**src/rtl/arm_pkg.sv**
```systemverilog
// Shared decode definitions: instruction field positions, TypeCode classes
// and the decoded-instruction record produced by the decoder.
package arm_pkg;

    localparam int TYPE_MSB     = 31;
    localparam int TYPE_LSB     = 30;
    localparam int OP_MSB       = 29;
    localparam int OP_LSB       = 26;
    localparam int IMM_FLAG_BIT = 25;
    localparam int RD_MSB       = 24;
    localparam int RD_LSB       = 21;
    localparam int RH_MSB       = 20;
    localparam int RH_LSB       = 17;
    localparam int RO_MSB       = 16;
    localparam int RO_LSB       = 13;
    localparam int IMM_MSB      = 16;
    localparam int NUM_REGS     = 16;

    localparam logic [1:0] TYPE_CMP   = 2'b01;
    localparam logic [1:0] TYPE_EXT   = 2'b11;
    localparam logic [3:0] OP_ILLEGAL = 4'hF;

    typedef struct packed {
        logic [3:0]  op_code;
        logic [1:0]  type_code;
        logic        is_imm;
        logic [31:0] imm_value;
        logic [3:0]  rd;
        logic [3:0]  rh;
        logic [3:0]  ro;
        logic        writes_rd;
        logic        illegal;
    } dec_instr_t;

    function automatic dec_instr_t decode_instr(input logic [31:0] raw);
        dec_instr_t d;
        d.type_code = raw[TYPE_MSB:TYPE_LSB];
        d.op_code   = raw[OP_MSB:OP_LSB];
        d.is_imm    = raw[IMM_FLAG_BIT];
        d.rd        = raw[RD_MSB:RD_LSB];
        d.rh        = raw[RH_MSB:RH_LSB];
        d.ro        = raw[RO_MSB:RO_LSB];
        d.imm_value = d.is_imm ? {{(31 - IMM_MSB){raw[IMM_MSB]}}, raw[IMM_MSB:0]} : 32'd0;
        d.illegal   = (d.type_code == TYPE_EXT) && (d.op_code == OP_ILLEGAL);
        // Compare-class and illegal encodings never produce a destination write.
        d.writes_rd = (d.type_code != TYPE_CMP) && !d.illegal;
        return d;
    endfunction

endpackage

```
**src/rtl/dec_scoreboard.sv**
```systemverilog
// Pending-write mask for the decoder: a reader stalls while any source it
// uses is still waiting for writeback. No bypass of same-cycle retires.
module dec_scoreboard
    import arm_pkg::*;
(
    input  logic       clk,
    input  logic       reset_n,
    input  logic       set_en,
    input  logic [3:0] set_addr,
    input  logic       clr_en,
    input  logic [3:0] clr_addr,
    input  logic [3:0] rh_addr,
    input  logic [3:0] ro_addr,
    input  logic       is_imm,
    output logic       stall
);

    logic [NUM_REGS-1:0] pending_q;
    logic [NUM_REGS-1:0] pending_d;

    // The set is applied after the clear so a new writer wins over a retire.
    always_comb begin
        pending_d = pending_q;
        if (clr_en) pending_d[clr_addr] = 1'b0;
        if (set_en) pending_d[set_addr] = 1'b1;
    end

    always_ff @(posedge clk or negedge reset_n) begin
        if (!reset_n) pending_q <= '0;
        else          pending_q <= pending_d;
    end

    assign stall = pending_q[rh_addr] || (!is_imm && pending_q[ro_addr]);

endmodule

```
**src/rtl/instr_decoder.sv**
```systemverilog
// Single-stage instruction decoder with valid/ready handshake and flush.
// Hazard scoreboard is included only when DECODER_SCOREBOARD_EN is defined.
module instr_decoder
    import arm_pkg::*;
(
    input  logic        clk,
    input  logic        reset_n,
    input  logic        in_valid,
    output logic        in_ready,
    input  logic [31:0] instr,
    input  logic        flush,
    output logic        out_valid,
    input  logic        out_ready,
    output logic [3:0]  OpCode,
    output logic [1:0]  TypeCode,
    output logic        is_immediate,
    output logic [31:0] immediate_value,
    output logic [3:0]  rd_addr,
    output logic [3:0]  rh_addr,
    output logic [3:0]  ro_addr,
    output logic        writes_rd,
    output logic        illegal,
    input  logic        wb_valid,
    input  logic [3:0]  wb_rd
);

    dec_instr_t in_dec;
    dec_instr_t dec_q;
    dec_instr_t dec_d;
    logic       out_valid_q;
    logic       out_valid_d;
    logic       stall;
    logic       accept;

    assign in_dec = decode_instr(instr);

`ifdef DECODER_SCOREBOARD_EN
    dec_scoreboard u_scoreboard (
        .clk      (clk),
        .reset_n  (reset_n),
        .set_en   (accept && in_dec.writes_rd),
        .set_addr (in_dec.rd),
        .clr_en   (wb_valid),
        .clr_addr (wb_rd),
        .rh_addr  (in_dec.rh),
        .ro_addr  (in_dec.ro),
        .is_imm   (in_dec.is_imm),
        .stall    (stall)
    );
`else
    logic unused_wb;
    assign unused_wb = ^{wb_valid, wb_rd};
    assign stall     = 1'b0;
`endif

    // Gating with reset_n keeps the input side closed for the whole reset.
    assign in_ready = reset_n && (!out_valid_q || out_ready) && !stall && !flush;
    assign accept   = in_valid && in_ready;

    always_comb begin
        out_valid_d = out_valid_q;
        dec_d       = dec_q;
        if (flush) begin
            out_valid_d = 1'b0;
        end else if (accept) begin
            out_valid_d = 1'b1;
            dec_d       = in_dec;
        end else if (out_ready) begin
            out_valid_d = 1'b0;
        end
    end

    always_ff @(posedge clk or negedge reset_n) begin
        if (!reset_n) begin
            out_valid_q <= 1'b0;
            dec_q       <= '0;
        end else begin
            out_valid_q <= out_valid_d;
            dec_q       <= dec_d;
        end
    end

    assign out_valid       = out_valid_q;
    assign OpCode          = dec_q.op_code;
    assign TypeCode        = dec_q.type_code;
    assign is_immediate    = dec_q.is_imm;
    assign immediate_value = dec_q.imm_value;
    assign rd_addr         = dec_q.rd;
    assign rh_addr         = dec_q.rh;
    assign ro_addr         = dec_q.ro;
    assign writes_rd       = dec_q.writes_rd;
    assign illegal         = dec_q.illegal;

endmodule

```
**config.mk**
```make
export PLATFORM = sky130hd
export DESIGN_NAME = instr_decoder
export DESIGN_NICKNAME = d
export VERILOG_FILES = /design/src/rtl/arm_pkg.sv /design/src/rtl/dec_scoreboard.sv /design/src/rtl/instr_decoder.sv
export SDC_FILE = /design/constraint.sdc
export NUM_CORES = 1
export LEC_CHECK = 0
export BUFFER_PORTS_ARGS = -buffer_cell sky130_fd_sc_hd__buf_2
export CAP_MARGIN = 30
export CORE_AREA = 2 2 69 71
export CTS_BUF_LIST = sky130_fd_sc_hd__clkbuf_8
export DETAILED_ROUTE_END_ITERATION = 10
export DIE_AREA = 0 0 71 73
export PLACE_DENSITY_LB_ADDON = 0.25
export SLEW_MARGIN = 20
export SYNTH_ARGS = -nofsm -noshare
export SYNTH_HDL_FRONTEND = slang
export SYNTH_SLANG_ARGS = --single-unit
```
**constraint.sdc**
```tcl
create_clock -name clk -period 1.4 [get_ports clk]
set_clock_uncertainty 0.2 [all_clocks]
set_input_delay 0.14 -clock clk [delete_from_list [all_inputs] [get_ports clk]]
set_output_delay 0.14 -clock clk [all_outputs]
set_load 0.05 [all_outputs]
```
==> flow_summary.yaml, run 1 <==
yosys:
  syn_nets: 183
  ys_ff_latch: 39
  syn_inst: 141
  ys_types: 17
  seq_area_frac_synth_pct: 55.7
  yosysWarnings: 0
  syn_area_per_cell_sq_um: 12.4
  synth_area_sq_um: 1750
global_routing:
  grt_max_degree: 21
  grt_pass1_wl_mm: 6.72
  antenna_found_initial: 0
  grt.overflow.total: 0
  grt_pass1_vias: 1469
  grt_use_total_pct: 17.1
power:
  power_density_nw_per_um2: 1490
  p_clk_share_pct: 16.6
  max-vdd-ir-drop_mv: 0.805
  p_comb_share_pct: 48.9
  p_switching_mw: 1.90
  pwr-share-seq_pct: 34.5
  p_sw_share_pct: 45.0
  p_int_mw: 2.32
  p_leak_nw: 1.58
detailed_routing:
  vias: 1419
  routed_wirelength_mm: 4.28
  drt_iter0_markers: 29
  detail_route.wl_per_cell_um: 13.2
  dr.pass1.iters: 4
  ant_nets: 0
  via_per_inst: 4.39
  drcViolationCount: 0
sta:
  setup_slack_ps: -144
  setup_viol: 38
  slew_headroom_pct: 77.5
  hold_viol: 0
  fin_crit_sh_pct: 110
  min_period_ps: 1540
  tightestPinTransition_ps: 338
  fmax_mhz: 648
  slew_violations: 0
  rsz0062_at_grt: "yes"
worst_setup_path:
  end_kind: "output port"
  crit_fanout: 2
  r2r_slack_ps: -120
  worst_setup_path_start_kind: "flip-flop"
  cp.required_ps: 1060
  worst-setup-path-type: "flip-flop to output port"
  reg2reg_from: "out_valid$_DFFE_PN0P_"
  worstPathArrival_ps: 1200
  startpoint: "out_valid$_DFFE_PN0P_"
  reg2reg_to: "rd_addr[2]$_DFFE_PN0P_"
  endpoint: "in_ready"
  rr_worst_depth: 5
placed_design:
  portBuffers: 91
  globalplace.congestion: 0.723
  dp_worst_setup_slack_ps: -2.66
  dp_hpwl_mm: 2.54
  place_area_sq_um: 2220
layout:
  drive_above_1_share_pct: 50.9
  antenna_cells: 0
  final_area_sq_um: 2830
  syn2layout_area_growth_pct: 61.6
  layout.nets: 310
floorplan:
  core_region_area_sq_um: 4540
  die_area_sq_um: 5180
  initial_core_util_pct: 38.6
  placement_rows: 25
  io-pin-count: 97
  die_y_um: 73
  fp.dieW_um: 71
job:
  maxCapViolations: 0
min_path:
  hold_class: "input port to flip-flop"
clock_tree:
  cts_tree: "done"
  clk_latency_ps: 280
  h-tree-depth: 2
  clkTransAtPathRegs_ps: 70
  cts_buffers: 5
  clock-root-buffer: "clkbuf_8"
  cts_sinks: 39
  clockBufferDepth: 2
outcome:
  status: "finished, violations left"
  violations: "negative setup slack"
Yosys cell counts (all sizes together):
master,n,area (sq um)
and3b,1,8.76
o21ai,1,5.00
a21boi,1,7.51
mux2,20,225
nand2b,1,13.8
inv,18,67.6
nor2,1,3.75
mux2i,18,180
nand4b,1,23.8
nand2,18,67.6
dfrtp,39,976
nand4,1,6.26
clkbuf,1,3.75
buf,20,163
cells in the final DEF (no fill, tap or decap), drive strengths merged:
cell type	Yosys	routed
nor2	1	1
o21ai	1	1
nand4	1	1
mux2i	18	18
buf	20	107
and3b	1	1
clkbuf	1	5
nand2	18	18
inv	18	21
dfrtp	39	39
dlygate4sd3	0	34
nand2b	1	1
nand4b	1	1
a21boi	1	1
mux2	20	20
stage by stage:
| step | TNS (ps) | utilization (%) | std cells | hold WS [ps] | power [mW] |
|---|---|---|---|---|---|
| finish | -3160 | 62.4 | 323 | 26.9 | 4.21 |
| global route | -5150 | 62.4 | 323 | 18.4 | 4.40 |
| CTS | -3410 | 60.6 | 322 | 15.9 | 4.13 |
| detailed placement | -5.38 | 48.9 | 275 | -33.4 | 3.26 |
| global placement | 0 | 48.9 | 275 | -31.4 | 3.24 |
| floorplan | -3100 | - | 141 | -356 | 2.93 |
registers in the layout, summed over array words and instances, names as in the netlist, 2 cells and up:
register / flops
TypeCode: 2
ro_addr: 4
rh_addr: 4
OpCode: 4
immediate_value: 17
rd_addr: 4
worst max-delay path, cell delays in order (launching register included):
cell      delay [ps]
dfrtp_2          430
nand2b_4          70
buf_6             80
and3b_2          190
buf_8            150
area by class of cell:
| class | count | area (sq um) |
|---|---|---|
| clock inverters | 3 | 11.3 |
| flip-flops and latches | 39 | 978 |
| inverters | 18 | 67.6 |
| well taps | 54 | 67.6 |
| multi-input cells | 63 | 547 |
| repair buffers | 141 | 1090 |
| clock buffers | 5 | 68.8 |
| fillers | 371 | 1700 |
how the worst min path moves through the flow:
stage,endpoint,startpoint,cells after the start
2_1_floorplan,OpCode[0]$_DFFE_PN0P_,reset_n,0
6_report,out_valid$_DFFE_PN0P_,out_ready,4
3_5_place_dp,rh_addr[2]$_DFFE_PN0P_,reset_n,2
3_3_place_gp,rh_addr[2]$_DFFE_PN0P_,reset_n,2
4_1_cts,out_valid$_DFFE_PN0P_,out_ready,4
5_1_grt,out_valid$_DFFE_PN0P_,out_ready,4
logic make-up after synthesis:
kind of cell	Yosys count	share of synthesized area, %
flops	39	55.7
buf+inv	39	13.4
mux	38	23.1
simple gates	23	7.07
compound gates	2	0.714
metal layers:
metal  vias up  global-route usage (%)  wire length, um
met5         -                       0                0
met4         0                    7.97               80
met1       653                    19.0             1660
met2        66                    30.9             2280
met3         9                    4.28              264
li1        691                       -                -
power groups by stage:
stage	Clock [mW]	Sequential, mW	Combinational [mW]
3_5_place_dp	0	1.48	1.77
3_3_place_gp	0	1.47	1.76
5_1_grt	0.769	1.49	2.15
4_1_cts	0.718	1.45	1.96
2_1_floorplan	0	2.25	0.685
6_report	0.698	1.45	2.06
repair_timing:
item                                   in CTS  in global routing
setup buffers                               5                  1
cloned                                      0                  0
hold buffers                               34                  0
setup endpoints to repair                  28                 52
gates resized for setup                    22                 20
endpoints found under the hold margin      76                  0
pin swaps                                   1                  0
Note: power is estimated with default switching activity, not from simulation.
==> inputs of run 2 (changes only) <==
--- a/config.mk
+++ b/config.mk
@@ -7,10 +7,10 @@
 export LEC_CHECK = 0
 export BUFFER_PORTS_ARGS = -buffer_cell sky130_fd_sc_hd__buf_2
 export CAP_MARGIN = 30
-export CORE_AREA = 2 2 69 71
+export CORE_AREA = 2 2 80 82
 export CTS_BUF_LIST = sky130_fd_sc_hd__clkbuf_8
 export DETAILED_ROUTE_END_ITERATION = 10
-export DIE_AREA = 0 0 71 73
+export DIE_AREA = 0 0 82 84
 export PLACE_DENSITY_LB_ADDON = 0.25
 export SLEW_MARGIN = 20
 export SYNTH_ARGS = -nofsm -noshare
==> flow_summary.yaml, run 2 (synthesis gave the netlist of run 1 again) <==
detailed_routing:
  vias: 1389
  ant_nets: 0
  detail_route.wl_per_cell_um: 12.4
  drcViolationCount: 0
  routed_wirelength_mm: 4.24
  drt_iter0_markers: 22
  dr.pass1.iters: 2
  via_per_inst: 4.06
sta:
  hold_viol: 0
  slew_violations: 0
  slew_headroom_pct: 66.2
  setup_viol: 36
  setup_slack_ps: -136
  fin_crit_sh_pct: 110
  tns_ps: -3000
  rsz0062_at_grt: "yes"
  fmax_mhz: 651
  tightestPinTransition_ps: 507
  min_period_ps: 1540
placed_design:
  portBuffers: 91
  globalplace.congestion: 0.733
  dp_cells: 296
  dp_worst_setup_slack_ps: -11.1
  dp_hpwl_mm: 2.70
  place_area_sq_um: 2230
clock_tree:
  h-tree-depth: 2
  cts_sinks: 39
  clk_latency_ps: 280
  clock-root-buffer: "clkbuf_8"
  clockBufferDepth: 2
  cts_tree: "done"
  clkTransAtPathRegs_ps: 70
  cts_buffers: 5
global_routing:
  grt_pass1_wl_mm: 6.42
  antenna_found_initial: 0
  grt_max_degree: 40
  grt_pass1_vias: 1391
  grt_use_total_pct: 12.4
  grt.overflow.total: 0
floorplan:
  die_area_sq_um: 6890
  die_y_um: 84
  io-pin-count: 97
  initial_core_util_pct: 28.7
  core_region_area_sq_um: 6100
  placement_rows: 29
  fp.dieW_um: 82
layout:
  n_fill_cell: 578
  seqCellArea_sq_um: 978
  drive_above_1_share_pct: 51.3
  fin_util_pct: 46.4
  fin_cells: 342
  largest_reg_flops: 17
  layout.nets: 306
  multi_input_area_sq_um: 547
  antenna_cells: 0
  final_area_sq_um: 2830
  final_common_cell: "buf_2"
  final_cell_mix: "buf_2 (74), dfrtp_1 (37), dlygate4sd3_1 (33)"
  syn2layout_area_growth_pct: 61.4
power:
  p_leak_nw: 1.56
  power_density_nw_per_um2: 1510
  max-vdd-ir-drop_mv: 0.664
outcome:
  violations: "negative setup slack"
  status: "finished, violations left"
worst_setup_path:
  worst_setup_path_start_kind: "flip-flop"
  worst-setup-path-type: "flip-flop to output port"
  reg2reg_from: "out_valid$_DFFE_PN0P_"
  end_kind: "output port"
  cp.required_ps: 1060
  startpoint: "out_valid$_DFFE_PN0P_"
  worstPathArrival_ps: 1200
  crit_fanout: 2
job:
  maxCapViolations: 0
min_path:
  hold_class: "input port to flip-flop"
  hold_start: "out_ready"
[run 2: cell types whose count changed in the layout (fill, tap and decap cells not counted), sizes merged]
cell         previous run  this run
dlygate4sd3            34        33
clkbuf                  5         7
buf                   107       104
inv                    21        19
[run 2: timing repair]
action	4_1_cts	5_1_grt
hold buffers	33	0
setup buffers	2	3
pin swaps	1	0
resized for setup	24	18
hold endpoints to repair	76	0
endpoints found under the setup margin	28	52
cloned	0	0
[run 2: cell type report]
| type | count | area share [%] |
|---|---|---|
| Tap cell | 77 | 3.41 |
| Sequential cell | 39 | 34.6 |
| Multi-Input combinational cell | 63 | 19.3 |
| Clock buffer | 7 | 3.41 |
| Timing Repair Buffer | 137 | 36.7 |
| Inverter | 18 | 2.39 |
| Clock inverter | 1 | 0.133 |
[run 2: report_power, final]
group          internal (mW)  switching, mW  leakage, nW
Clock                  0.442          0.374       0.0557
Combinational          0.612           1.41         1.02
Sequential              1.34          0.104        0.475
Total                   2.40           1.89         1.56
[run 2: per-stage QoR]
step	total power, mW	hold WS (ps)
final	4.28	24.4
after detailed placement	3.26	120
after floorplan	2.93	-356
after CTS	4.24	13.4
after global placement	3.24	121
after global routing	4.50	44.6
[run 2: critical path, cell delays in order, from the launching register on]
cell and delay, ps:
dfrtp_2 420, nand2b_4 70, buf_6 80, and3b_2 180, buf_8 150
[run 2: path summary, 6_finish.rpt]
kind                                           endpoint  slack (ps)  cells after the start
worst max-delay path                           in_ready        -140                      4
worst min-delay path              out_valid$_DFFE_PN0P_          20                      4
worst max register to register  TypeCode[0]$_DFFE_PN0P_        -130                      5
worst min register to register   rh_addr[3]$_DFFE_PN0P_         300                      1
max in group asynchronous         out_valid$_DFFE_PN0P_         290                      3
min in group asynchronous        ro_addr[3]$_DFFE_PN0P_         340                      3
[run 2: layer usage]
layer / global-route usage [%] / vias up / share of wire (%)
met5: 0 / - / 0
met3: 2.71 / 12 / 5.2
met4: 6.36 / 0 / 3.4
li1: - / 677 / -
met2: 22.0 / 54 / 53
met1: 13.3 / 646 / 39
==> inputs of run 3 (changes only) <==
--- a/config.mk
+++ b/config.mk
@@ -12,6 +12,7 @@
 export DETAILED_ROUTE_END_ITERATION = 10
 export DIE_AREA = 0 0 82 84
 export PLACE_DENSITY_LB_ADDON = 0.25
+export RECOVER_POWER = 50
 export SLEW_MARGIN = 20
 export SYNTH_ARGS = -nofsm -noshare
 export SYNTH_HDL_FRONTEND = slang
==> constraint.sdc (replaced) <==
create_clock -name clk -period 1.4 [get_ports clk]
set_clock_uncertainty 0.2 [all_clocks]
set_input_delay 0.14 -clock clk [delete_from_list [all_inputs] [get_ports clk]]
set_output_delay 0.14 -clock clk [all_outputs]
set_load 0.1 [all_outputs]
==> flow_summary.yaml, run 3 (synthesis gave the netlist of run 1 again) <==
outcome:
  status: "finished, violations left"
  violations: "negative setup slack"
layout:
  fin_cells: 346
  syn2layout_area_growth_pct: 107
  antenna_cells: 0
  final_common_cell: "buf_12"
  final_area_sq_um: 3620
  drive_above_1_share_pct: 52.4
  largest_reg_flops: 17
  final_cell_mix: "buf_12 (59), dfrtp_1 (37), buf_2 (36), dlygate4sd3_1 (33), mux2_2 (19)"
  n_fill_cell: 473
  layout.nets: 310
worst_setup_path:
  critical_path.cell_chain: "nand2b_4 -> buf_6 -> and3b_2 -> buf_12"
  slowest_stage: "dfrtp_4"
  cp_num_buf_inv: 2
  end_kind: "output port"
  cpPeakStageDelay_ps: 490
  worst_setup_path_start_kind: "flip-flop"
  path_delay_family: "flip-flops"
  worst-setup-path-type: "flip-flop to output port"
  crit_fanout: 2
  worstPathArrival_ps: 1320
  cp.required_ps: 1060
detailed_routing:
  ant_nets: 0
  via_per_inst: 4.12
  routed_wirelength_mm: 4.29
  dr.pass1.iters: 3
  vias: 1426
  drt_iter0_markers: 70
  detail_route.wl_per_cell_um: 12.4
  drcViolationCount: 0
power:
  p_int_mw: 3.41
  p_leak_nw: 1.82
  p_total_mw: 6.66
  pwr-share-seq_pct: 23.7
  max-vdd-ir-drop_mv: 1.01
  p_sw_share_pct: 48.8
  p_switching_mw: 3.25
  power_density_nw_per_um2: 1840
  p_comb_share_pct: 61.7
  p_clk_share_pct: 14.6
global_routing:
  grt_max_degree: 21
  grt_pass1_wl_mm: 7.02
  antenna_found_initial: 0
  grt_pass1_vias: 1534
  grt.overflow.total: 0
  grt_use_total_pct: 13.4
clock_tree:
  clockBufferDepth: 2
  h-tree-depth: 2
  cts_buffers: 5
  cts_sinks: 39
  clk_latency_ps: 290
  clkTransAtPathRegs_ps: 80
  clock-root-buffer: "clkbuf_8"
  cts_tree: "done"
floorplan:
  die_area_sq_um: 6890
  fp.dieW_um: 82
  placement_rows: 29
  io-pin-count: 97
  die_y_um: 84
  core_region_area_sq_um: 6100
  initial_core_util_pct: 28.7
placed_design:
  dp_cells: 299
  place_area_sq_um: 3110
  globalplace.congestion: 0.668
  dp_hpwl_mm: 3.09
  portBuffers: 91
sta:
  min_period_ps: 1660
  setup_viol: 56
  slew_headroom_pct: 65.4
  rsz0062_at_grt: "yes"
  hold_viol: 0
  setup_slack_ps: -263
  tightestPinTransition_ps: 519
  fin_crit_sh_pct: 119
  slew_violations: 0
  fmax_mhz: 601
min_path:
  hold_class: "input port to flip-flop"
job:
  maxCapViolations: 0
## run 3: changes by cell type in the layout (fill, tap and decap cells not counted), sizes merged
cell    delta
clkbuf     +1
clkinv     +1
bufinv     +1
inv        -1
buf        +2
## run 3: what timing repair did
action,in CTS,in global routing
buffers inserted,6,0
resized for setup,5,2
hold buffers,33,0
endpoints found under the hold margin,76,0
pin swaps,0,0
setup endpoints to repair,50,57
cloned,0,0
## run 3: worst paths after layout
check,cells after the start,from,to,slack (ps)
worst max-delay path,4,out_valid$_DFFE_PN0P_,in_ready,-260
worst min-delay path,4,out_ready,out_valid$_DFFE_PN0P_,20
worst max register to register,5,out_valid$_DFFE_PN0P_,OpCode[2]$_DFFE_PN0P_,-200
worst min register to register,2,immediate_value[0]$_DFFE_PN0P_,immediate_value[0]$_DFFE_PN0P_,370
max in group asynchronous,3,reset_n,immediate_value[30]$_DFFE_PN0P_,220
min in group asynchronous,3,reset_n,is_immediate$_DFFE_PN0P_,370
## run 3: final cells by class
class	count	area, sq um	area share, %
inverter	18	67.6	1.87
sequential	39	983	27.2
timing repair buffer	141	1810	50.0
clock inverter	2	35.0	0.967
multi-input combinational	63	547	15.1
clock buffer	6	82.6	2.28
tap	77	96.3	2.66
## run 3: tightest hold or removal path: stages
cell and delay (ps):
buf_2 70, nand2b_4 110, buf_6 80, o21ai_0 60
## run 3: per-layer routing
layer / part of all wire [%] / GRT usage, % / up-vias / wire length (um)
met4: 0.93 / 4.55 / 0 / 40
met3: 9.5 / 5.52 / 4 / 408
li1: - / - / 688 / -
met2: 50 / 22.8 / 61 / 2150
met5: 0 / 0 / - / 0
met1: 39 / 14.9 / 673 / 1690
## run 3: power groups by stage
| stage | combinational (mW) | sequential [mW] | clock, mW |
|---|---|---|---|
| floorplan | 1.02 | 3.07 | 0 |
| global placement | 4.01 | 1.60 | 0 |
| detailed placement | 4.02 | 1.61 | 0 |
| CTS | 4.13 | 1.58 | 1.00 |
| global route | 4.22 | 1.61 | 1.06 |
| finish | 4.11 | 1.58 | 0.971 |
## run 3: through the flow
stage / util, % / setup TNS [ps] / worst slack, ps / hold WS (ps)
after CTS: 59.4 / -7730 / -281 / 8.03
after detailed placement: 51.0 / -1790 / -86.3 / 19.4
after global placement: 51.0 / -1180 / -56.1 / 15.6
after global routing: 59.4 / -10040 / -318 / 28.0
after floorplan: - / -6510 / -223 / -356
final: 59.4 / -7350 / -263 / 20.1
